## src/rtl/div_unit.sv

```systemverilog
// rtl/div_unit.sv - radix-2 restoring 32-bit divider with one-cycle ready pulse
module div_unit #(
    parameter int WIDTH = 32
) (
    input  logic               clk,
    input  logic               rst,
    input  logic               start_i,
    input  logic               signed_div_i,
    input  logic [WIDTH-1:0]   opdata1_i,
    input  logic [WIDTH-1:0]   opdata2_i,
    input  logic               annul_i,
    output logic [2*WIDTH-1:0] result_o,
    output logic               ready_o
);
    localparam int CW = $clog2(WIDTH);

    typedef enum logic [1:0] {FREE, BYZERO, ON, END} state_t;

    state_t           state, state_n;
    logic [CW-1:0]    cnt;
    logic [WIDTH-1:0] rem, dvd, dsr;
    logic             neg_q, neg_r;
    logic [WIDTH:0]   shifted, diff;
    logic [WIDTH-1:0] rem_n, dvd_n;
    logic             last, accept;

    function automatic logic [WIDTH-1:0] mag(input logic [WIDTH-1:0] v, input logic s);
        return (s && v[WIDTH-1]) ? -v : v;
    endfunction

    // Partial remainder stays below the divisor, so the MSB of the
    // WIDTH+1-bit difference is a reliable borrow flag.
    assign shifted = {rem, dvd[WIDTH-1]};
    assign diff    = shifted - {1'b0, dsr};
    assign rem_n   = diff[WIDTH] ? shifted[WIDTH-1:0] : diff[WIDTH-1:0];
    assign dvd_n   = {dvd[WIDTH-2:0], ~diff[WIDTH]};
    assign last    = (cnt == CW'(WIDTH - 1));
    assign accept  = start_i && !annul_i;

    always_ff @(posedge clk or negedge rst) begin
        if (!rst) begin
            state <= FREE;
        end else begin
            state <= state_n;
        end
    end

    always_comb begin
        state_n = state;
        case (state)
            FREE:    if (accept) state_n = (opdata2_i == '0) ? BYZERO : ON;
            BYZERO:  state_n = annul_i ? FREE : END;
            ON: begin
                if (annul_i)   state_n = FREE;
                else if (last) state_n = END;
            end
            END:     state_n = FREE;
            default: state_n = FREE;
        endcase
    end

    always_ff @(posedge clk or negedge rst) begin
        if (!rst) begin
            cnt      <= '0;
            rem      <= '0;
            dvd      <= '0;
            dsr      <= '0;
            neg_q    <= 1'b0;
            neg_r    <= 1'b0;
            result_o <= '0;
            ready_o  <= 1'b0;
        end else begin
            ready_o <= 1'b0;
            case (state)
                FREE: begin
                    if (accept) begin
                        dvd   <= mag(opdata1_i, signed_div_i);
                        dsr   <= mag(opdata2_i, signed_div_i);
                        rem   <= '0;
                        cnt   <= '0;
                        neg_q <= signed_div_i && (opdata1_i[WIDTH-1] ^ opdata2_i[WIDTH-1]);
                        neg_r <= signed_div_i && opdata1_i[WIDTH-1];
                    end
                end
                BYZERO: begin
                    if (!annul_i) begin
                        result_o <= '0;
                        ready_o  <= 1'b1;
                    end
                end
                ON: begin
                    if (!annul_i) begin
                        rem <= rem_n;
                        dvd <= dvd_n;
                        cnt <= cnt + 1'b1;
                        if (last) begin
                            result_o <= {neg_r ? -rem_n : rem_n, neg_q ? -dvd_n : dvd_n};
                            ready_o  <= 1'b1;
                        end
                    end
                end
                default: ;
            endcase
        end
    end
endmodule

```

## config.mk

```make
export PLATFORM = sky130hd
export DESIGN_NAME = div_unit
export DESIGN_NICKNAME = d
export VERILOG_FILES = /design/src/rtl/div_unit.sv
export SDC_FILE = /design/constraint.sdc
export NUM_CORES = 1
export LEC_CHECK = 0
export BUFFER_PORTS_ARGS = -buffer_cell sky130_fd_sc_hd__buf_2
export CORE_ASPECT_RATIO = 1.75
export CORE_MARGIN = 3
export CORE_UTILIZATION = 45
export DETAILED_ROUTE_END_ITERATION = 8
export HOLD_SLACK_MARGIN = 0.12
export PLACE_DENSITY = 0.71
export SLEW_MARGIN = 20
export SYNTH_ARGS = -nofsm -noshare
export SYNTH_HDL_FRONTEND = slang
export SYNTH_SLANG_ARGS = --single-unit
export TNS_END_PERCENT = 5
```

## constraint.sdc

```tcl
create_clock -name clk -period 5.35 [get_ports clk]
set_clock_uncertainty 0.2 [all_clocks]
set_input_delay 0.8025 -clock clk [delete_from_list [all_inputs] [get_ports clk]]
set_output_delay 0.8025 -clock clk [all_outputs]
set_load 0.05 [all_outputs]
```

After elaboration in Yosys (flattened, before gate mapping)
Index checks and enable logic that the tools add are counted.
Operators by class
  add/sub/neg operators: 6
  equality and inequality tests: 9
  multiplexer cells: 28
  bitwise gates (word level): 2
  reduce and logical (&&, ||, !) cells: 13
Operators with widths (number)
  two-way mux 32 bit: 9
  two-way mux 64 bit: 3
  negation 32 bit: 4
  one-hot mux 32 bit (2 select lines): 2
  one-hot mux 64 bit (2 select lines): 1
  subtractor 33 x 32 -> 33 bit: 1
  logical NOT 32 bit: 1
  two-way mux 2 bit: 5
  two-way mux 5 bit: 2
  one-hot mux 5 bit (2 select lines): 1
  != test 2 bit, second input constant: 4
  one-hot mux 2 bit (4 select lines): 1
  adder 5 x 1 -> 5 bit, second input constant: 1
  == test 5 bit, second input constant: 1
  == test 2 bit, second input constant: 2
  logical AND 1 bit: 4
  AND reduction 2 bit: 2
  AND reduction 4 bit: 1
  nonzero test 2 bit: 2
  two-way mux 1 bit: 3
  != test 3 bit, second input constant: 1
  AND reduction 3 bit: 1
  == test 2 x 1 -> 1 bit, second input constant: 1
  logical NOT 2 bit: 1
  4 further kinds: 4
Storage, ports and cells
  flip-flop bits (word level): 170
  bits of input ports: 69
  output and inout bits: 65
  word-level logic and storage cells: 67

Depth between registers and ports, before layout
Gate-level depths: netlist of run 1.
  depth after elaboration: 7
  depth in mapped cells: 25
  gate-level depth less buffers: 21

Worst setup path after synthesis of run 1
Ideal clock, no wire load.
  kind: reg2reg
  from: register dvd[31]
  to: register result_o[56]
  setup time: 0.133 ns
  data arrival time: 4.578 ns
  data required time: 5.017 ns
  path slack: 0.439 ns
  cell stages (with the launch flop): 26
  path buffers: 4
  period minus slack after synthesis: 4.911 ns
  cells stage by stage: dfrtp_1 inv_1 ha_1 inv_1 fa_1 a211oi_2 o31ai_2 o2111ai_1 a21oi_1 o21ai_1 xnor2_1 buf_2 buf_2 buf_2 buf_2 nand2_1 o21ai_0 ha_1 nand2_1 nor4_1 mux2i_1 o21bai_1 nand2b_1 o31ai_1 xnor2_1 o21ai_0
Between the ends
  word-level cells in the longest chain between the ends: 7
Ends and longest elaborated chain
  start: declaration: RTL line 21  | logic [WIDTH-1:0] rem, dvd, dsr;
  start signal: assignment: RTL line 77  | dvd <= mag(opdata1_i, signed_div_i);
  start signal: assignment: RTL line 94  | dvd <= dvd_n;
  subtractor 33 x 32 -> 33 bit: RTL line 34  | assign diff = shifted - {1'b0, dsr};
  two-way mux 32 bit (*): RTL line 35  | assign rem_n = diff[WIDTH] ? shifted[WIDTH-1:0] : diff[WIDTH-1:0];
  negation 32 bit: RTL line 97  | result_o <= {neg_r ? -rem_n : rem_n, neg_q ? -dvd_n : dvd_n};
  two-way mux 32 bit (*): RTL line 97
  two-way mux 64 bit (*): RTL line 96  | if (last) begin
  two-way mux 64 bit (*): RTL line 92  | if (!annul_i) begin
  one-hot mux 64 bit (2 select lines) (*): RTL line 74  | case (state)
  end signal: assignment: RTL line 97
  end: declaration: RTL line 12  | output logic [2*WIDTH-1:0] result_o,
Mark *: on every way between the ends. The rest lies on a longest branch, timed or not. The select of a mux whose other input is x is not followed.
A chain may end at the register's enable or synchronous reset.

Worst setup path in the final report of run 1
Same ends and word-level chain as after synthesis.

==> results of run 1 <==
==> registers in the layout, indices dropped and copies added, names as in the netlist <==
register  flops
cnt           5
dsr          32
dvd          32
neg_q         1
neg_r         1
ready_o       1
rem          32
result_o     64
state         2
==> per-layer routing <==
metal  wire, um  track usage  vias up
li1           -            -     5183
met1      11600        0.248     5061
met2      19500        0.488      323
met3       1330       0.0375      118
met4       2910        0.195        0
met5          0            0        -
==> cell type report <==
type	count	area (um^2)	area share
multi-input cells	1119	6810	0.519
flip-flops and latches	170	4250	0.324
repair buffers	151	832	0.0635
clock buffers	20	467	0.0356
well taps	316	395	0.0302
inverters	58	218	0.0166
clock inverters	10	140	0.0107
==> stage by stage <==
| step | worst slack [ns] | cells | cell area (um^2) | hold WS [ns] |
|---|---|---|---|---|
| after global placement | 0.686 | 1813 | 12500 | 0.260 |
| final | 0.468 | 1844 | 13100 | 0.215 |
| after detailed placement | 0.517 | 1813 | 12500 | 0.268 |
| after global routing | 0.0954 | 1844 | 13100 | 0.282 |
| after floorplan | 0.439 | 1423 | 11500 | 0.250 |
| after CTS | 0.487 | 1843 | 13100 | 0.270 |
==> cells in the mapped netlist (all sizes together), types with 2 or more instances <==
library cell	instances
a221o	2
xor2	73
nor2b	4
a32o	2
a22oi	3
and3	5
a41oi	2
dfrtp	170
nand3b	5
ha	42
xnor2	74
or3	19
mux2i	21
or4	10
a21oi	103
o2111ai	4
o22ai	30
mux2	4
o311ai	2
o31ai	31
o21ai	191
o31a	4
inv	58
o21bai	4
nor3	24
buf	8
nand2b	15
a31o	2
a21o	12
o211ai	3
nand3	11
clkbuf	68
o21a	8
nor3b	4
a211oi	6
and2	3
o41ai	13
a31oi	9
or2	5
nor2	94
nand2	240
nand4	14
nor4	11
==> worst max path at each step <==
stage               startpoint            to  slack [ns]  cells past startpoint
floorplan              dvd[31]  result_o[56]        0.44                     25
global placement       dvd[31]  result_o[56]        0.69                     21
detailed placement     dvd[31]  result_o[56]        0.52                     21
CTS                    dvd[31]  result_o[56]        0.49                     21
global route           dvd[31]  result_o[56]         0.1                     21
finish                 dvd[31]  result_o[56]        0.47                     21
==> critical path, stage by stage (launching register included) <==
cell	delay (ns)
dfrtp_1	0.40
inv_1	0.09
ha_1	0.17
inv_1	0.06
fa_1	0.42
a211oi_2	0.27
o31ai_2	0.14
o2111ai_1	0.26
a21oi_1	0.13
o21ai_1	0.23
xnor2_2	0.09
inv_1	0.13
mux2i_1	0.35
ha_1	0.29
nand2_1	0.08
nor4_1	0.26
mux2i_1	0.20
o21bai_1	0.25
nand2b_1	0.20
o31ai_1	0.26
xnor2_1	0.15
o21ai_0	0.09
==> cells by family (layout without fill, tap and decap cells) <==
logic type | count (synthesis) | in the layout | share of synthesized area
compound gates | 437 | 437 | 0.224
xor+xnor | 147 | 147 | 0.112
fa+ha+maj | 43 | 43 | 0.0472
buf+inv | 134 | 239 | 0.0441
flops | 170 | 170 | 0.368
mux | 25 | 25 | 0.0221
simple gates | 467 | 467 | 0.183
==> out/results.ini, run 1 <==
[status]
outcome = finished, final reports clean

[critical_path]
cp-end-kind = flip-flop
cp.required_ns = 5.46
cp-start-kind = flip-flop
crit_arrival_ns = 4.99
r2r_slack_ns = 0.47
worstSetupPathType = flip-flop to flip-flop
crit_fanout = 5
crit-reg2reg-launch = dvd[31]
reg2reg_to = result_o[56]
ff2ff_path_depth = 21

[layout]
fin_nets = 1629
final_core_util = 0.519
syn_to_final_growth_pct = 13.6
final_common_cell = nand2_1
diodes = 0
layout_common_cells = nand2_1, o21ai_0, dfrtp_1
nFillCells = 2474
drive_gt1_frac = 0.139

[timing]
setup-violations-final = 0
slew_violations = 0
grt_setup_unrepaired = no
slew_headroom = 0.422
period_needed_ns = 4.88
min_period_over_period = 0.913
hold_viol_final = 0
tns_ns = 0
worst_pin_slew_ns = 0.868
clock.fmax_mhz = 205

[cts]
post_cts_buffers = 0
cts-root-buf = clkbuf_16
htree_levels = 4
cts_hold_buf = 0
clock_sinks = 170
cts_max_path_buffers = 2
postCtsResizedCells = 0
numCtsBuffers = 17
cts_tree = done
clkTransAtPathRegs_ns = 0.07
clk_latency_ns = 0.45

[global_routing]
grt_pass1_wl_um = 55900
track_usage = 0.259
grt_max_degree = 92
grt_overflow = 0
antenna_found_initial = 0
grt_pass1_vias = 10700

[routing]
antenna_left = 0
routed_wl_um = 35300
firstDrtPassIters = 5
drcViolationCount = 0
vias_per_cell = 5.79
vias = 10700
drt_iter0_drc = 661
routedWlPerCell_um = 19.1

[yosys]
syn_area_um2 = 11500
synth_edf_count = 0
synthCells = 1423
synth_ff_type = dfrtp_1
synth_top_area_share = 0.368
synthArstFlopShare = 1.00
ys_types = 65
syn_avg_cell_area_um2 = 8.11
ys_warn_count = 0
synth_area_leaders = dfrtp_1, o21ai_0, nand2_1, xnor2_1, xor2_1
synth_largest_area_cell = dfrtp_1
synth_seq_area_share = 0.368
ys_ff_latch = 170
syn_nets = 1535

[floorplan]
initial_utilization = 0.457
die_h_um = 218
rows = 77
core_area_um2 = 25200
die_w_um = 127
die_area_um2 = 27700
io_pins = 134

[placed_design]
dp_hpwl_um = 27500
portBuffers = 133
gp_congestion = 0.944

[hold_path]
hold_path_class = input port to asynchronous set/reset pin

[job]
maxCapViolCount = 0

Power of run 1 is left out: the tool's default activity adds up to more than one toggle a clock period on the data nets, which glitch-free logic cannot reach.
==> inputs of run 2 (changes only) <==
ABC_AREA = 1   (was unset)
==> out/results.ini, run 2 <==
[yosys]
synthArstFlopShare = 1.00
synth-xor-area-share = 0.0347
syn_avg_cell_area_um2 = 6.49
muxShareOfSynthArea = 0
ys_ff_latch = 170
synth-compound-area-share = 0.151
synthAdderAreaFrac = 0.0408
syn_nets = 2172
syn_area_um2 = 13400
synth_seq_area_share = 0.318
synth_area_leaders = dfrtp_1, nand2_1, inv_1, o21ai_0, nor2_1
synthCells = 2060
synth_top_area_share = 0.318
ys_types = 51
ys_warn_count = 0
synth_ff_type = dfrtp_1
synthSimpleGateAreaFrac = 0.353
synth_edf_count = 0
synth_top_family_by_area = simple AND/OR/NAND/NOR gates
synthMostInstantiatedCell = nand2_1
synth_largest_area_cell = dfrtp_1
synth_commonest_cells = nand2_1, inv_1, o21ai_0

[timing]
slew_headroom = 0.364
fin_ws_ns = 0.690
tns_ns = 0
period_needed_ns = 4.66
slew_violations = 0
hold_viol_final = 0
clock.fmax_mhz = 215
setup-violations-final = 0
grt_setup_unrepaired = no
worst_pin_slew_ns = 0.953
min_period_over_period = 0.871

[floorplan]
core_area_um2 = 28900
io_pins = 134
die_w_um = 136
rows = 82
initial_utilization = 0.462
die_area_um2 = 31900
die_h_um = 234

[critical_path]
r2r_slack_ns = 0.69
crit-reg2reg-launch = dvd[31]
cp.required_ns = 5.54
slowest_stage = dfrtp_1
cp-start-kind = flip-flop
crit_top_cell = o21ai_0
ff2ff_path_depth = 26
crit_arrival_ns = 4.85
crit_fanout = 6
worstSetupPathType = flip-flop to flip-flop
reg2reg_to = result_o[26]
cp-end-kind = flip-flop
critPathMaxStageDelay_ns = 0.40

[global_routing]
grt_pass1_vias = 13400
grt_pass1_wl_um = 70400
grt_overflow = 0
antenna_found_initial = 0
grt_max_degree = 100
track_usage = 0.284

[layout]
final_common_cell = nand2_1
syn_to_final_growth_pct = 11.9
multiInputGateArea_um2 = 7760
largest_reg_flops = 64
drive_gt1_frac = 0.118
diodes = 0
fin_nets = 2276
final_core_util = 0.517
layout_common_cells = nand2_1, inv_1, o21ai_0
top_register = result_o
layout.area.seq_um2 = 4250
nFillCells = 2953
fin_cells = 2555

[routing]
routed_wl_um = 44400
wl_met2_um = 23200
dr_wl_met3_um = 1640
wl_met1_um = 16200
antenna_left = 0
vias = 13800
vias_per_cell = 5.41
firstDrtPassIters = 5
drt_iter0_drc = 915
drcViolationCount = 0
routedWlPerCell_um = 17.4
top_layer_used = met4

[placed_design]
portBuffers = 133
pre_cts_ws_ns = 0.772
gp_congestion = 0.980
dpl.cell_count = 2523
dp_hpwl_um = 35100

[cts]
clkTransAtPathRegs_ns = 0.07
clk_latency_ns = 0.45
clock_sinks = 170
cts_hold_buf = 0
cts_tree = done
numCtsBuffers = 17
cts-root-buf = clkbuf_16
postCtsResizedCells = 0
post_cts_buffers = 0
htree_levels = 4
cts_max_path_buffers = 2

[status]
outcome = finished, final reports clean

[job]
maxCapViolCount = 0

[hold_path]
hold_path_class = input port to asynchronous set/reset pin

==> run 2: cell count changes in the layout (fill, tap and decap cells not counted), sizes merged, moves of 14 or more <==
| cell | change |
|---|---|
| a21oi | -25 |
| nand2 | +464 |
| o31ai | -24 |
| nand2b | -15 |
| inv | +223 |
| nand4 | +14 |
| nand3 | +101 |
| or3 | -18 |
| nor3 | +14 |
| o211ai | +22 |
| mux2i | -21 |
| xnor2 | -52 |
| nor2 | +89 |
| xor2 | -42 |
==> run 2: worst max path at each step <==
stage	start	to	slack, ns	cells after the start
final	dvd[31]	result_o[26]	0.69	26
after floorplan	dvd[31]	result_o[26]	1.24	27
after global placement	dvd[31]	result_o[26]	0.83	26
after global routing	dvd[31]	result_o[26]	0.11	26
after detailed placement	dvd[31]	result_o[26]	0.77	26
after CTS	dvd[31]	result_o[26]	0.72	26
==> run 2: metal layers <==
metal	GRT usage	up-vias
met5	0	-
met4	0.194	0
met3	0.0331	134
met2	0.518	397
met1	0.302	6427
li1	-	6869
==> run 2: kinds of logic (layout without fill, tap and decap cells) <==
logic type | Yosys count | count (layout)
buf+inv | 342 | 459
fa+ha+maj | 43 | 43
flops | 170 | 170
simple gates | 1094 | 1094
compound gates | 358 | 358
xor+xnor | 53 | 53
==> run 2: critical path, delay by kind of cell (launching register included) <==
family / cells / cell delay [ns]
AND/OR/NAND/NOR: 14 / 1.76
adder cells (fa/ha/maj): 3 / 0.73
flip-flops: 1 / 0.40
buffers and inverters: 3 / 0.27
AO/OA/AOI/OAI: 6 / 1.21
==> run 2: metrics by stage <==
stage	area [um^2]	hold slack, ns
2_1_floorplan	13400	0.253
3_3_place_gp	14300	0.259
3_5_place_dp	14300	0.263
4_1_cts	15000	0.283
5_1_grt	15000	0.305
6_report	15000	0.223
==> run 2: final cells by class <==
type | instances | share of cell area
clock inverters | 11 | 0.0122
repair buffers | 147 | 0.0520
clock buffers | 21 | 0.0308
well taps | 378 | 0.0316
inverters | 280 | 0.0703
flip-flops and latches | 170 | 0.284
multi-input cells | 1548 | 0.519
Power of run 2 is left out for the same reason.
==> inputs of run 3 (changes only) <==
BUFFER_PORTS_ARGS = -buffer_cell sky130_fd_sc_hd__buf_4   (was -buffer_cell sky130_fd_sc_hd__buf_2)
==> out/results.ini, run 3 (synthesis results as in run 2) <==
[status]
outcome = finished, final reports clean

[routing]
wl_met2_um = 24000
drcViolationCount = 0
top_layer_used = met4
firstDrtPassIters = 6
vias_per_cell = 5.42
routed_wl_um = 44500
antenna_left = 0
wl_met1_um = 16000
dr_wl_met3_um = 1830
drt_iter0_drc = 944
vias = 13800
routedWlPerCell_um = 17.4

[power]
p_int_w = 0.00490
p_leak_nw = 7.94
pwr-share-clk = 0.121
peakVddDrop_mv = 0.445
netSwitchingFraction = 0.578
comb_power_share = 0.707
power.switching_w = 0.00672
powerDensity_nw_per_um2 = 760
seqPwrFrac = 0.172

[floorplan]
initial_utilization = 0.462
rows = 82
die_area_um2 = 31900
io_pins = 134
die_h_um = 234
die_w_um = 136
core_area_um2 = 28900

[cts]
cts_tree = done
cts-root-buf = clkbuf_16
postCtsResizedCells = 0
htree_levels = 4
clock_sinks = 170
cts_hold_buf = 0
cts_max_path_buffers = 2
numCtsBuffers = 17
post_cts_buffers = 0
clk_latency_ns = 0.45
clkTransAtPathRegs_ns = 0.07

[critical_path]
crit_start = dvd[31]
crit_fanout = 6
crit-reg2reg-launch = dvd[31]
cp.required_ns = 5.53
cp-start-kind = flip-flop
ff2ff_path_depth = 26
reg2reg_to = result_o[26]
worstSetupPathType = flip-flop to flip-flop
crit_arrival_ns = 4.86
cp-end-kind = flip-flop
r2r_slack_ns = 0.68

[job]
maxCapViolCount = 0

[layout]
drive_gt1_frac = 0.118
final_common_cell = nand2_1
syn_to_final_growth_pct = 14.5
layout_common_cells = nand2_1, inv_1, o21ai_0
stdcell_area_um2 = 15300
largest_reg_flops = 64
top_register = result_o
diodes = 0
nFillCells = 2964
fin_nets = 2275
fin_cells = 2554

[timing]
grt_setup_unrepaired = no
slew_headroom = 0.348
clock.fmax_mhz = 214
worst_pin_slew_ns = 0.978
tns_ns = 0
period_needed_ns = 4.67
fin_ws_ns = 0.676
slew_violations = 0
fin_hold_ws_ns = 0.276
hold_viol_final = 0
min_period_over_period = 0.874
setup-violations-final = 0

[placed_design]
dpl.cell_count = 2522
gp_congestion = 0.995
portBuffers = 133
pre_cts_ws_ns = 0.780
dp_hpwl_um = 34800
placed_area_um2 = 14600

[global_routing]
grt_overflow = 0
grt_pass1_wl_um = 70000
grt_max_degree = 102
grt_pass1_vias = 13500
track_usage = 0.283
antenna_found_initial = 0

[hold_path]
hold_path_class = input port to asynchronous set/reset pin

run 3: changes by cell type in the layout (fill, tap and decap cells not counted), sizes merged:
cell / change
inv: +1
clkinvlp: +1
clkbuf: -2
buf: -1
run 3: cell type report:
type | count | area (um^2) | area share
Clock inverter | 13 | 201 | 0.0132
Tap cell | 378 | 473 | 0.0309
Clock buffer | 19 | 453 | 0.0296
Inverter | 280 | 1050 | 0.0687
Multi-Input combinational cell | 1548 | 7760 | 0.507
Timing Repair Buffer | 146 | 1110 | 0.0727
Sequential cell | 170 | 4250 | 0.278
run 3: routing by layer:
metal / vias up / GRT usage
met1: 6430 / 0.294
met5: - / 0
met2: 432 / 0.532
met4: 0 / 0.170
met3: 130 / 0.0356
li1: 6857 / -
run 3: how the worst max path moves through the flow:
stage | slack [ns] | cells past startpoint | endpoint
6_report | 0.68 | 26 | result_o[26]
5_1_grt | 0.19 | 26 | result_o[26]
4_1_cts | 0.72 | 26 | result_o[26]
3_5_place_dp | 0.78 | 26 | result_o[26]
3_3_place_gp | 0.80 | 26 | result_o[26]
2_1_floorplan | 1.24 | 27 | result_o[26]
run 3: metrics by stage:
step                 util  total power (W)
detailed placement  0.506           0.0101
global placement    0.506          0.00998
finish              0.529           0.0116
global route        0.529           0.0127
CTS                 0.529           0.0115
floorplan               -          0.00812
run 3: power by group through the flow:
stage | clock, W | sequential [W] | combinational, W
5_1_grt | 0.00147 | 0.00205 | 0.00915
3_3_place_gp | 0 | 0.00200 | 0.00798
6_report | 0.00140 | 0.00200 | 0.00822
3_5_place_dp | 0 | 0.00201 | 0.00807
4_1_cts | 0.00142 | 0.00200 | 0.00812
2_1_floorplan | 0 | 0.00194 | 0.00618
run 3: worst max-delay path, cell delays in order (launching register included):
cell	delay, ns
dfrtp_1	0.39
inv_1	0.09
ha_1	0.15
inv_1	0.07
fa_1	0.42
nand2_1	0.08
nand2_1	0.09
nand3_1	0.14
nand2_2	0.10
nand2_2	0.11
nand2_4	0.06
nand2_4	0.08
nand3_2	0.17
nand2_8	0.14
ha_1	0.19
nand3_1	0.11
nor3_1	0.24
nand3_1	0.16
o21ai_0	0.22
inv_1	0.11
nor2_1	0.19
o21ai_0	0.20
a21oi_1	0.38
o21ai_0	0.18
a21oi_1	0.15
o21ai_0	0.10
nand2_1	0.06
(Power assumes the default switching activity.)
